File: src/rtl/link_tx_sequencer.sv
// Transmit link sequencer: schedules comma/align, idle, skip and framed
// data symbols for the downstream 8b10b encoder stage.
module link_tx_sequencer #(
   parameter int ALIGN_COUNT   = 16,
   parameter int SKIP_INTERVAL = 256
) (
   input  logic       clk,
   input  logic       rst_n,
   input  logic       link_en,
   input  logic [7:0] s_data,
   input  logic       s_valid,
   input  logic       s_last,
   output logic       s_ready,
   output logic [7:0] sym_out,
   output logic       sym_is_k,
   output logic       sym_valid,
   output logic       aligned,
   output logic       frame_err
);

   localparam int AW = $clog2(ALIGN_COUNT + 1);
   localparam int SW = $clog2(SKIP_INTERVAL);
   localparam logic [AW-1:0] A_LAST = AW'(ALIGN_COUNT - 1);
   localparam logic [SW-1:0] S_LAST = SW'(SKIP_INTERVAL - 1);

   localparam logic [7:0] K_COMMA = 8'hBC;
   localparam logic [7:0] K_SKIP  = 8'h1C;
   localparam logic [7:0] K_SOF   = 8'hFB;
   localparam logic [7:0] K_EOF   = 8'hFD;
   localparam logic [7:0] K_PAD   = 8'hF7;
   localparam logic [7:0] K_ABORT = 8'hFE;

   typedef enum logic [2:0] {
      S_DOWN,
      S_ALIGN,
      S_IDLE,
      S_DATA,
      S_EOF
   } state_t;

   state_t        state, state_n;
   logic [AW-1:0] acnt, acnt_n;
   logic [SW-1:0] scnt, scnt_n;
   logic          skip_pend, skip_n;
   logic [7:0]    sym_n;
   logic          k_n, valid_n, aligned_n, err_n, count;

   assign s_ready = (state == S_DATA) && link_en;

   always_ff @(posedge clk) begin
      if (!rst_n) begin
         state     <= S_DOWN;
         acnt      <= '0;
         scnt      <= '0;
         skip_pend <= 1'b0;
         sym_out   <= K_COMMA;
         sym_is_k  <= 1'b1;
         sym_valid <= 1'b0;
         aligned   <= 1'b0;
         frame_err <= 1'b0;
      end else begin
         state     <= state_n;
         acnt      <= acnt_n;
         scnt      <= scnt_n;
         skip_pend <= skip_n;
         sym_out   <= sym_n;
         sym_is_k  <= k_n;
         sym_valid <= valid_n;
         aligned   <= aligned_n;
         frame_err <= err_n;
      end
   end

   always_comb begin
      state_n   = state;
      acnt_n    = acnt;
      scnt_n    = scnt;
      skip_n    = skip_pend;
      sym_n     = K_COMMA;
      k_n       = 1'b1;
      valid_n   = 1'b0;
      aligned_n = aligned;
      err_n     = 1'b0;
      count     = 1'b0;
      if (!link_en) begin
         state_n   = S_DOWN;
         acnt_n    = '0;
         scnt_n    = '0;
         skip_n    = 1'b0;
         aligned_n = 1'b0;
         // Dropping the link mid-frame must tell the far end the frame is dead
         if (state == S_DATA || state == S_EOF) begin
            sym_n   = K_ABORT;
            valid_n = 1'b1;
            err_n   = 1'b1;
         end
      end else begin
         unique case (state)
            S_DOWN: begin
               state_n = S_ALIGN;
               acnt_n  = '0;
            end
            S_ALIGN: begin
               valid_n = 1'b1;
               if (acnt == A_LAST) begin
                  state_n   = S_IDLE;
                  aligned_n = 1'b1;
                  acnt_n    = '0;
               end else begin
                  acnt_n = acnt + 1'b1;
               end
            end
            S_IDLE: begin
               valid_n = 1'b1;
               count   = 1'b1;
               if (skip_pend) begin
                  sym_n  = K_SKIP;
                  skip_n = 1'b0;
               end else if (s_valid) begin
                  sym_n   = K_SOF;
                  state_n = S_DATA;
               end
            end
            S_DATA: begin
               valid_n = 1'b1;
               count   = 1'b1;
               if (s_valid) begin
                  sym_n = s_data;
                  k_n   = 1'b0;
                  if (s_last) state_n = S_EOF;
               end else begin
                  sym_n = K_PAD;
               end
            end
            S_EOF: begin
               valid_n = 1'b1;
               count   = 1'b1;
               sym_n   = K_EOF;
               state_n = S_IDLE;
            end
            default: state_n = S_DOWN;
         endcase
         // A wrap inside a frame stays pending until the next idle slot
         if (count) begin
            if (scnt == S_LAST) begin
               scnt_n = '0;
               skip_n = 1'b1;
            end else begin
               scnt_n = scnt + 1'b1;
            end
         end
      end
   end

endmodule

File: config.mk
export PLATFORM = sky130hd
export DESIGN_NAME = link_tx_sequencer
export DESIGN_NICKNAME = d
export VERILOG_FILES = /design/src/rtl/link_tx_sequencer.sv
export SDC_FILE = /design/constraint.sdc
export NUM_CORES = 1
export LEC_CHECK = 0
export ABC_CLOCK_PERIOD_IN_PS = 1400
export CAP_MARGIN = 0
export CORE_ASPECT_RATIO = 0.6
export CORE_MARGIN = 5
export CORE_UTILIZATION = 45
export CTS_CLUSTER_DIAMETER = 30
export CTS_CLUSTER_SIZE = 25
export DETAILED_ROUTE_END_ITERATION = 10
export PLACE_DENSITY = 0.71
export SYNTH_ARGS = -nofsm -noshare
export SYNTH_HDL_FRONTEND = slang
export SYNTH_SLANG_ARGS = --single-unit
File: constraint.sdc
create_clock -name clk -period 1.4 [get_ports clk]
set_input_delay 0.28 -clock clk [delete_from_list [all_inputs] [get_ports clk]]
set_output_delay 0.28 -clock clk [all_outputs]
set_load 0.02 [all_outputs]
# Word level (Yosys, flattened, before mapping)
# Index checks and enable logic that the tools add are counted.
[classes]
addsub = 2
eq_ne = 11
muxes = 24
bitwise = 1
reduce_logical = 11
[op_table]
columns = ["cell", "n"]
rows = [
  ["$mux W8", 4],
  ["$pmux W8 S3", 1],
  ["$mux W3", 5],
  ["$pmux W3 S5", 1],
  ["$mux W7", 2],
  ["$ne A2 B2 Y1 const B", 5],
  ["$pmux W5 S2", 1],
  ["$mux W1", 9],
  ["$add A8 B1 Y8 const B", 1],
  ["$eq A8 B8 Y1 const B", 1],
  ["$eq A3 B2 Y1 const B", 2],
  ["$add A5 B1 Y5 const B", 1],
  ["$eq A5 B4 Y1 const B", 1],
  ["$mux W5", 1],
  ["$reduce_and A5 Y1", 1],
  ["$reduce_and A2 Y1", 2],
  ["$reduce_or A4 Y1", 1],
  ["$eq A3 B1 Y1 const B", 1],
  ["$eq A3 B3 Y1 const B", 1],
  ["$logic_not A3 Y1", 1],
  ["$reduce_and A3 Y1", 1],
  ["$reduce_or A3 Y1", 1],
  ["$reduce_bool A2 Y1", 1],
  ["$reduce_or A2 Y1", 1],
  ["3 further kinds", 3],
]
[totals]
register_bits = 29
inputBits = 13
out_inout_bits = 13

# Longest topological paths before layout
# Gate-level depths: netlist of run 1.
[logic_depth]
ltp_word = 5
depth_mapped = 5

# Worst setup path after synthesis of run 1
# OpenSTA, ideal clock, no wires.
[synth_path]
path_type = "flip-flop to output port"
from = "register state[0]"
to = "output port s_ready"
arrival_time_ns = 1.336
required_time_ns = 1.120
path_slack_ns = -0.216
path_stages_with_launch = 5
path_cell_list = "dfxtp_1 > clkbuf_1 > clkbuf_1 > nand2_1 > nor2_1"
[synth_via]
elab_chain_len = 2
[synth_rtl]
columns = ["element", "line", "text"]
rows = [
  ["from (decl)", "41", "state_t state, state_n;"],
  ["from (signal assigned)", "62", "state <= state_n;"],
  ["$eq A3 B2 Y1", "48", "assign s_ready = (state == S_DATA) && link_en;"],
  ["$logic_and A1 B1 Y1", "48", ""],
  ["to (decl)", "13", "output logic s_ready,"],
]
# No other way between the ends.

# Worst setup path after layout of run 1
[layout_path]
from = "input port link_en"
to = "register scnt[7]"
[layout_via]
elab_chain_len = 1
[layout_rtl]
columns = ["element", "line", "text"]
rows = [
  ["from (decl)", "9", "input logic link_en,"],
  ["$reduce_and A2 Y1 (no source line)", "n/a", ""],
  ["to (signal assigned)", "64", "scnt <= scnt_n;"],
  ["to (decl)", "43", "logic [SW-1:0] scnt, scnt_n;"],
]
# No other way between the ends.
# A chain may end at the register's enable or synchronous reset.

==> flow_metrics.env, run 1 <==
export IMPL_dr_pass1_iters=4
export IMPL_async_reset_ff_share_pct=0
export IMPL_postLayoutSetupSlackWorst_ps=-56.9
export IMPL_grt_usage_pct=17.7
export IMPL_min_period_ps=1460
export IMPL_ant_nets=0
export IMPL_dp_hpwl_mm=2.40
export IMPL_synthToLayoutAreaGrowth_pct=51.5
export IMPL_synth_enable_flop_cells=0
export IMPL_worst_hold_slack_ps=457
export IMPL_register_area_um2=592
export IMPL_initial_core_util_pct=48.6
export IMPL_dr_total_vias=1307
export IMPL_cp_start_kind="primary input"
export IMPL_path_cells="clkdlybuf4s50_1 -> buf_4 -> and2_4 -> nand3_1 -> or4_1 -> o21ai_1"
export IMPL_ir_worst_vdd_mv=0.712
export IMPL_synth_ff_type="dfxtp_1"
export IMPL_grt_pass1_wl_mm=5.49
export IMPL_cts_tree="yes"
export IMPL_cp_arrival_ps=1680
export IMPL_synth_seq_area_share_pct=46.1
export IMPL_nNetsFinal=223
export IMPL_yosys_area_top_type_share_pct=46.1
export IMPL_clk_latency_ps=280
export IMPL_avgViaCountPerCell=5.42
export IMPL_cts_buffer_depth=2
export IMPL_max_freq_ghz=0.686
export IMPL_wire_per_inst_um=13.7
export IMPL_hold_viol=0
export IMPL_drive_gt1_share_pct=26.8
export IMPL_synth_cell_types=36
export IMPL_worst_slew_pin_slew_ps=395
export IMPL_fp_dieH_um=51.0
export IMPL_grt_max_degree=12
export IMPL_core_um2=2590
export IMPL_syn_nets=164
export IMPL_crit_family="simple AND/OR/NAND/NOR gates"
export IMPL_slew_limit_headroom_pct=73.3
export IMPL_die_width_um=78.3
export IMPL_htree_levels=2
export IMPL_clkTransAtPathRegs_ps=60
export IMPL_n_antenna_cell=0
export IMPL_portBuffers=25
export IMPL_yosysWarnings=0
export IMPL_synth_seq_cells=29
export IMPL_hp_class="reg2reg"
export IMPL_synth_cells=149
export IMPL_synth_area_leaders="dfxtp_1 (46%), a21oi_1 (6.8%), nand3_1 (4.8%), nand2_1 (4.5%), nor2_1 (3.6%)"
export IMPL_path_max_fanout=4
export IMPL_rows=14
export IMPL_drc=0
export IMPL_tritoncts_num_buffers=5
export IMPL_multiInputGateArea_um2=678
export IMPL_yosys_top_cells_count="dfxtp_1 (29), a21oi_1 (17), nand2_1 (15)"
export IMPL_grt_overflow_total=0
export IMPL_post_place_ws_ps=-414
export IMPL_drt_initial_drc_count=64
export IMPL_critPathBufInv=2
export IMPL_power_leakage_nw=0.775
export IMPL_io_pins=26
export IMPL_globalplace_congestion=0.815
export IMPL_violations="setup timing"
export IMPL_cts_sinks=29
export IMPL_worstPathRequired_ps=1620
export IMPL_power_density_nw_per_um2=899
export IMPL_maxCapViolations=0
export IMPL_worstSetupPathType="in2reg"
export IMPL_cp_end_kind="register"
export IMPL_skew_ps=3.14
export IMPL_cp_slowest_stage_delay_ps=500
export IMPL_grt_antenna_before_repair=0
export IMPL_drv_slew=0
export IMPL_die_area_um2=3990
export IMPL_outcome="finished, violations left"
export IMPL_setup_viol=3
export IMPL_cts_root_buffer="clkbuf_8"
export IMPL_fillCellCount=194
export IMPL_syn_avg_cell_area_um2=8.45
export IMPL_yosysMostFrequentCell="dfxtp_1"
export IMPL_cp_slowest_cell="or4_1"
export IMPL_fin_crit_sh_pct=104
export IMPL_syn_area_um2=1260
export IMPL_rsz0062_at_grt="yes"
export IMPL_synth_area_leader_cell="dfxtp_1"
export IMPL_wl_mm=3.31
export IMPL_grt_pass1_vias=1194
-- layout by cell type (no fill, tap or decap), types with 2 or more instances in the layout --
cell type	n
ha_1	2
or3_1	2
o21ai_1	7
a21oi_2	2
nand2b_1	2
dlygate4sd2_1	12
clkdlybuf4s50_1	12
nand2_1	14
a21oi_1	15
xnor2_1	2
nor2b_1	4
buf_6	2
dfxtp_1	26
o21a_1	2
dfxtp_4	3
nand3_1	12
nor3b_1	2
o21ai_0	6
nor2_1	11
or4_1	3
and3_1	2
inv_1	4
a21o_1	2
buf_4	31
clkbuf_8	7
-- metrics by stage --
| step | setup TNS, ps | utilization [%] | cells | cell area (µm²) | power [mW] |
|---|---|---|---|---|---|
| finish | -106 | 73.6 | 241 | 1910 | 1.71 |
| global route | -678 | 73.6 | 241 | 1910 | 1.78 |
| CTS | -56.8 | 71.6 | 240 | 1860 | 1.72 |
| detailed placement | -3720 | 68.2 | 232 | 1770 | 0.962 |
| global placement | -3280 | 68.2 | 232 | 1770 | 0.961 |
| floorplan | 0 | - | 149 | 1270 | 0.888 |
-- state kept, by name (all words and copies together) (netlist names) --
register / cells
sym_is_k: 1
aligned: 1
scnt: 8
state: 3
acnt: 5
sym_valid: 1
sym_out: 8
skip_pend: 1
frame_err: 1
-- per-layer routing --
metal / global-route usage [%] / part of all wire [%] / up-vias
met1: 23.6 / 49 / 588
li1: - / - / 650
met5: 0 / 0 / -
met4: 7.27 / 1.7 / 0
met2: 25.7 / 41 / 61
met3: 6.84 / 8.1 / 8
-- tightest hold or removal path, delay by kind of cell (launching register included) --
kind                   cells  cell delay, ps
buffers and inverters      1              50
DFF                        1             310
AOI/OAI and AO/OA          1              50
-- layout make-up --
type                       count  share of cell area [%]
tap                           32                    2.10
timing repair buffer          57                    25.2
multi-input combinational    111                    35.6
clock inverter                 1                   0.262
clock buffer                   7                    5.05
inverter                       4                   0.787
sequential                    29                    31.0
-- repair_timing --
item | in CTS | in global routing
setup endpoints to repair | 19 | 14
hold buffers | 0 | 0
setup buffers | 0 | 1
pin swaps | 4 | 7
gates resized for setup | 19 | 16
gates cloned | 0 | 0
-- report_power, final --
group	switching [mW]	internal [mW]	total (mW)
registers	0.00371	0.824	0.827
clock network	0.322	0.443	0.765
logic	0.0492	0.0717	0.121
-- path summary, 6_finish.rpt --
kind / start / endpoint / slack (ps) / depth (start not counted)
min reg2reg: aligned / aligned / 460 / 2
min: aligned / aligned / 460 / 2
max reg2reg: state[2] / acnt[0] / -30 / 5
max: link_en / scnt[7] / -60 / 6
-- cells by family (layout without fill, tap and decap cells) --
family | count (synthesis) | in the layout | share of synthesized area (%)
DFF | 29 | 29 | 46.1
buffers and inverters | 9 | 69 | 2.68
and+or+nand+nor | 63 | 63 | 27.0
AOI/OAI and AO/OA | 43 | 43 | 20.1
adders and majority gates | 2 | 2 | 1.99
xor gates and xnor gates | 3 | 3 | 2.09
Note: power is estimated with default switching activity, not from simulation.
==> inputs of run 2 (changes only) <==
--- a/config.mk
+++ b/config.mk
@@ -8,12 +8,11 @@
 export ABC_CLOCK_PERIOD_IN_PS = 1400
 export CAP_MARGIN = 0
 export CORE_ASPECT_RATIO = 0.6
-export CORE_MARGIN = 5
 export CORE_UTILIZATION = 45
 export CTS_CLUSTER_DIAMETER = 30
 export CTS_CLUSTER_SIZE = 25
 export DETAILED_ROUTE_END_ITERATION = 10
-export PLACE_DENSITY = 0.71
+export PLACE_DENSITY = 0.74
 export SYNTH_ARGS = -nofsm -noshare
 export SYNTH_HDL_FRONTEND = slang
 export SYNTH_SLANG_ARGS = --single-unit
==> run 2 against run 1 <==
Effect of this change:
- the flow still finishes with violations (setup timing)
- clock power barely moved
- largest cell class unchanged
- cell count decreased by 0.41%
- register-to-register slack barely moved
- via count is 0.15% higher
- core utilization up 1.5 points
- highest routed layer unchanged
- sequential share of layout area shrank 0.53 points
- sequential power barely moved
- worst setup slack improved by 22 ps
==> flow_metrics.env, run 2 (same netlist as run 1, synthesis figures left out) <==
export IMPL_htree_levels=2
export IMPL_fin_crit_sh_pct=102
export IMPL_drive_gt1_share_pct=28.4
export IMPL_setup_viol=2
export IMPL_dr_pass1_iters=4
export IMPL_tns_ps=-60.7
export IMPL_rows=14
export IMPL_avgViaCountPerCell=5.45
export IMPL_portBuffers=25
export IMPL_cp_start_kind="register"
export IMPL_grt_antenna_before_repair=0
export IMPL_cp_slowest_cell="dfxtp_4"
export IMPL_worstReg2RegStart="state[1]"
export IMPL_hold_viol=0
export IMPL_cts_sinks=29
export IMPL_path_max_fanout=5
export IMPL_core_um2=2570
export IMPL_holdPathStages=2
export IMPL_tritoncts_num_buffers=5
export IMPL_ant_nets=0
export IMPL_min_period_ps=1430
export IMPL_dp_hpwl_mm=2.52
export IMPL_drv_slew=0
export IMPL_worstPathRequired_ps=1610
export IMPL_cp_arrival_ps=1640
export IMPL_place_inst=232
export IMPL_r2r_end="acnt[0]"
export IMPL_maxCapViolations=0
export IMPL_rsz0062_at_grt="yes"
export IMPL_worstSetupPathType="reg2reg"
export IMPL_die_area_um2=3020
export IMPL_io_pins=26
export IMPL_synthToLayoutAreaGrowth_pct=53.5
export IMPL_dpl_cell_area_um2=1770
export IMPL_worst_slew_pin_slew_ps=320
export IMPL_dr_total_vias=1309
export IMPL_grt_max_degree=12
export IMPL_hp_class="in2reg"
export IMPL_die_width_um=70.3
export IMPL_wl_met1_mm=1.65
export IMPL_cts_tree="yes"
export IMPL_drt_initial_drc_count=52
export IMPL_critPathBufInv=2
export IMPL_stdcell_area_um2=1930
export IMPL_fin_cells=240
export IMPL_violations="setup timing"
export IMPL_clk_latency_ps=280
export IMPL_reg_top3="scnt x8, sym_out x8, acnt x5"
export IMPL_multiInputGateArea_um2=703
export IMPL_reg2regPathDepth=5
export IMPL_drc=0
export IMPL_globalplace_congestion=0.980
export IMPL_rrSetupSlack_ps=-30
export IMPL_nNetsFinal=222
export IMPL_n_antenna_cell=0
export IMPL_grt_overflow_total=0
export IMPL_wire_per_inst_um=14.5
export IMPL_clkTransAtPathRegs_ps=60
export IMPL_topRoutingLayerUsed="met4"
export IMPL_dr_wl_met3_um=217
export IMPL_min_from="rst_n"
export IMPL_cp_slowest_stage_delay_ps=370
export IMPL_cts_buffer_depth=2
export IMPL_worst_hold_slack_ps=427
export IMPL_register_area_um2=589
export IMPL_ir_worst_vdd_mv=0.625
export IMPL_fillCellCount=181
export IMPL_cts_root_buffer="clkbuf_8"
export IMPL_layout_commonest_cell="dfxtp_1"
export IMPL_layout_common_cells="dfxtp_1 (26), buf_4 (25), a21oi_1 (16)"
export IMPL_initial_core_util_pct=48.9
export IMPL_fp_dieH_um=43.0
export IMPL_max_freq_ghz=0.697
export IMPL_outcome="finished, violations left"
export IMPL_grt_pass1_vias=1241
export IMPL_cp_common_cell="buf_6"
export IMPL_slew_limit_headroom_pct=78.5
export IMPL_min_to="sym_valid"
export IMPL_wl_met2_mm=1.57
export IMPL_postLayoutSetupSlackWorst_ps=-34.9
export IMPL_power_leakage_nw=0.783
export IMPL_power_density_nw_per_um2=886
export IMPL_wl_mm=3.49
export IMPL_crit_family="simple AND/OR/NAND/NOR gates"
export IMPL_cp_end_kind="register"
export IMPL_grt_usage_pct=24.5
export IMPL_skew_ps=8.59
export IMPL_path_cells="buf_6 -> or2_4 -> buf_6 -> or3_1 -> a21oi_1"
export IMPL_grt_pass1_wl_mm=5.58
## run 2: cell count changes in the layout (fill, tap and decap cells not counted), sizes merged
cell           before  now
clkdlybuf4s50      12   10
buf                33   32
dlygate4sd2        12   14
## run 2: how the worst max path moves through the flow
stage | slack, ps | end | cells past startpoint | startpoint
2_1_floorplan | 2 | scnt[7] | 4 | state[1]
3_3_place_gp | -400 | s_ready | 4 | link_en
3_5_place_dp | -430 | s_ready | 4 | link_en
4_1_cts | -8 | acnt[0] | 5 | state[1]
5_1_grt | -60 | scnt[7] | 5 | state[2]
6_report | -30 | acnt[0] | 5 | state[1]
## run 2: final cells by class
| cell class | instances | area share [%] |
|---|---|---|
| clock inverters | 1 | 0.259 |
| well taps | 32 | 2.07 |
| clock buffers | 7 | 4.99 |
| inverters | 4 | 0.777 |
| flip-flops and latches | 29 | 30.5 |
| repair buffers | 56 | 25.0 |
| multi-input cells | 111 | 36.4 |
## run 2: repair_timing
action	CTS	global route
hold buffers	0	0
resized for setup	35	7
pin swaps	13	2
endpoints found under the setup margin	22	12
gates cloned	0	0
setup buffers	1	0
## run 2: per-stage QoR
stage	setup WS, ps	total power [mW]	utilization, %
after floorplan	1.88	0.888	-
after global placement	-397	0.957	68.7
after detailed placement	-429	0.960	68.7
after CTS	-8.38	1.72	74.2
after global routing	-62.0	1.77	75.0
final	-34.9	1.71	75.0
## run 2: layer usage
metal,vias to the layer above,GRT usage (%)
met5,-,0
li1,647,-
met2,53,40.2
met3,10,9.03
met4,0,9.60
met1,599,29.5
## run 2: where the power goes
group	switching (mW)	internal, mW
Combinational	0.0513	0.0670
Clock	0.321	0.443
Sequential	0.00475	0.825
Total	0.377	1.34
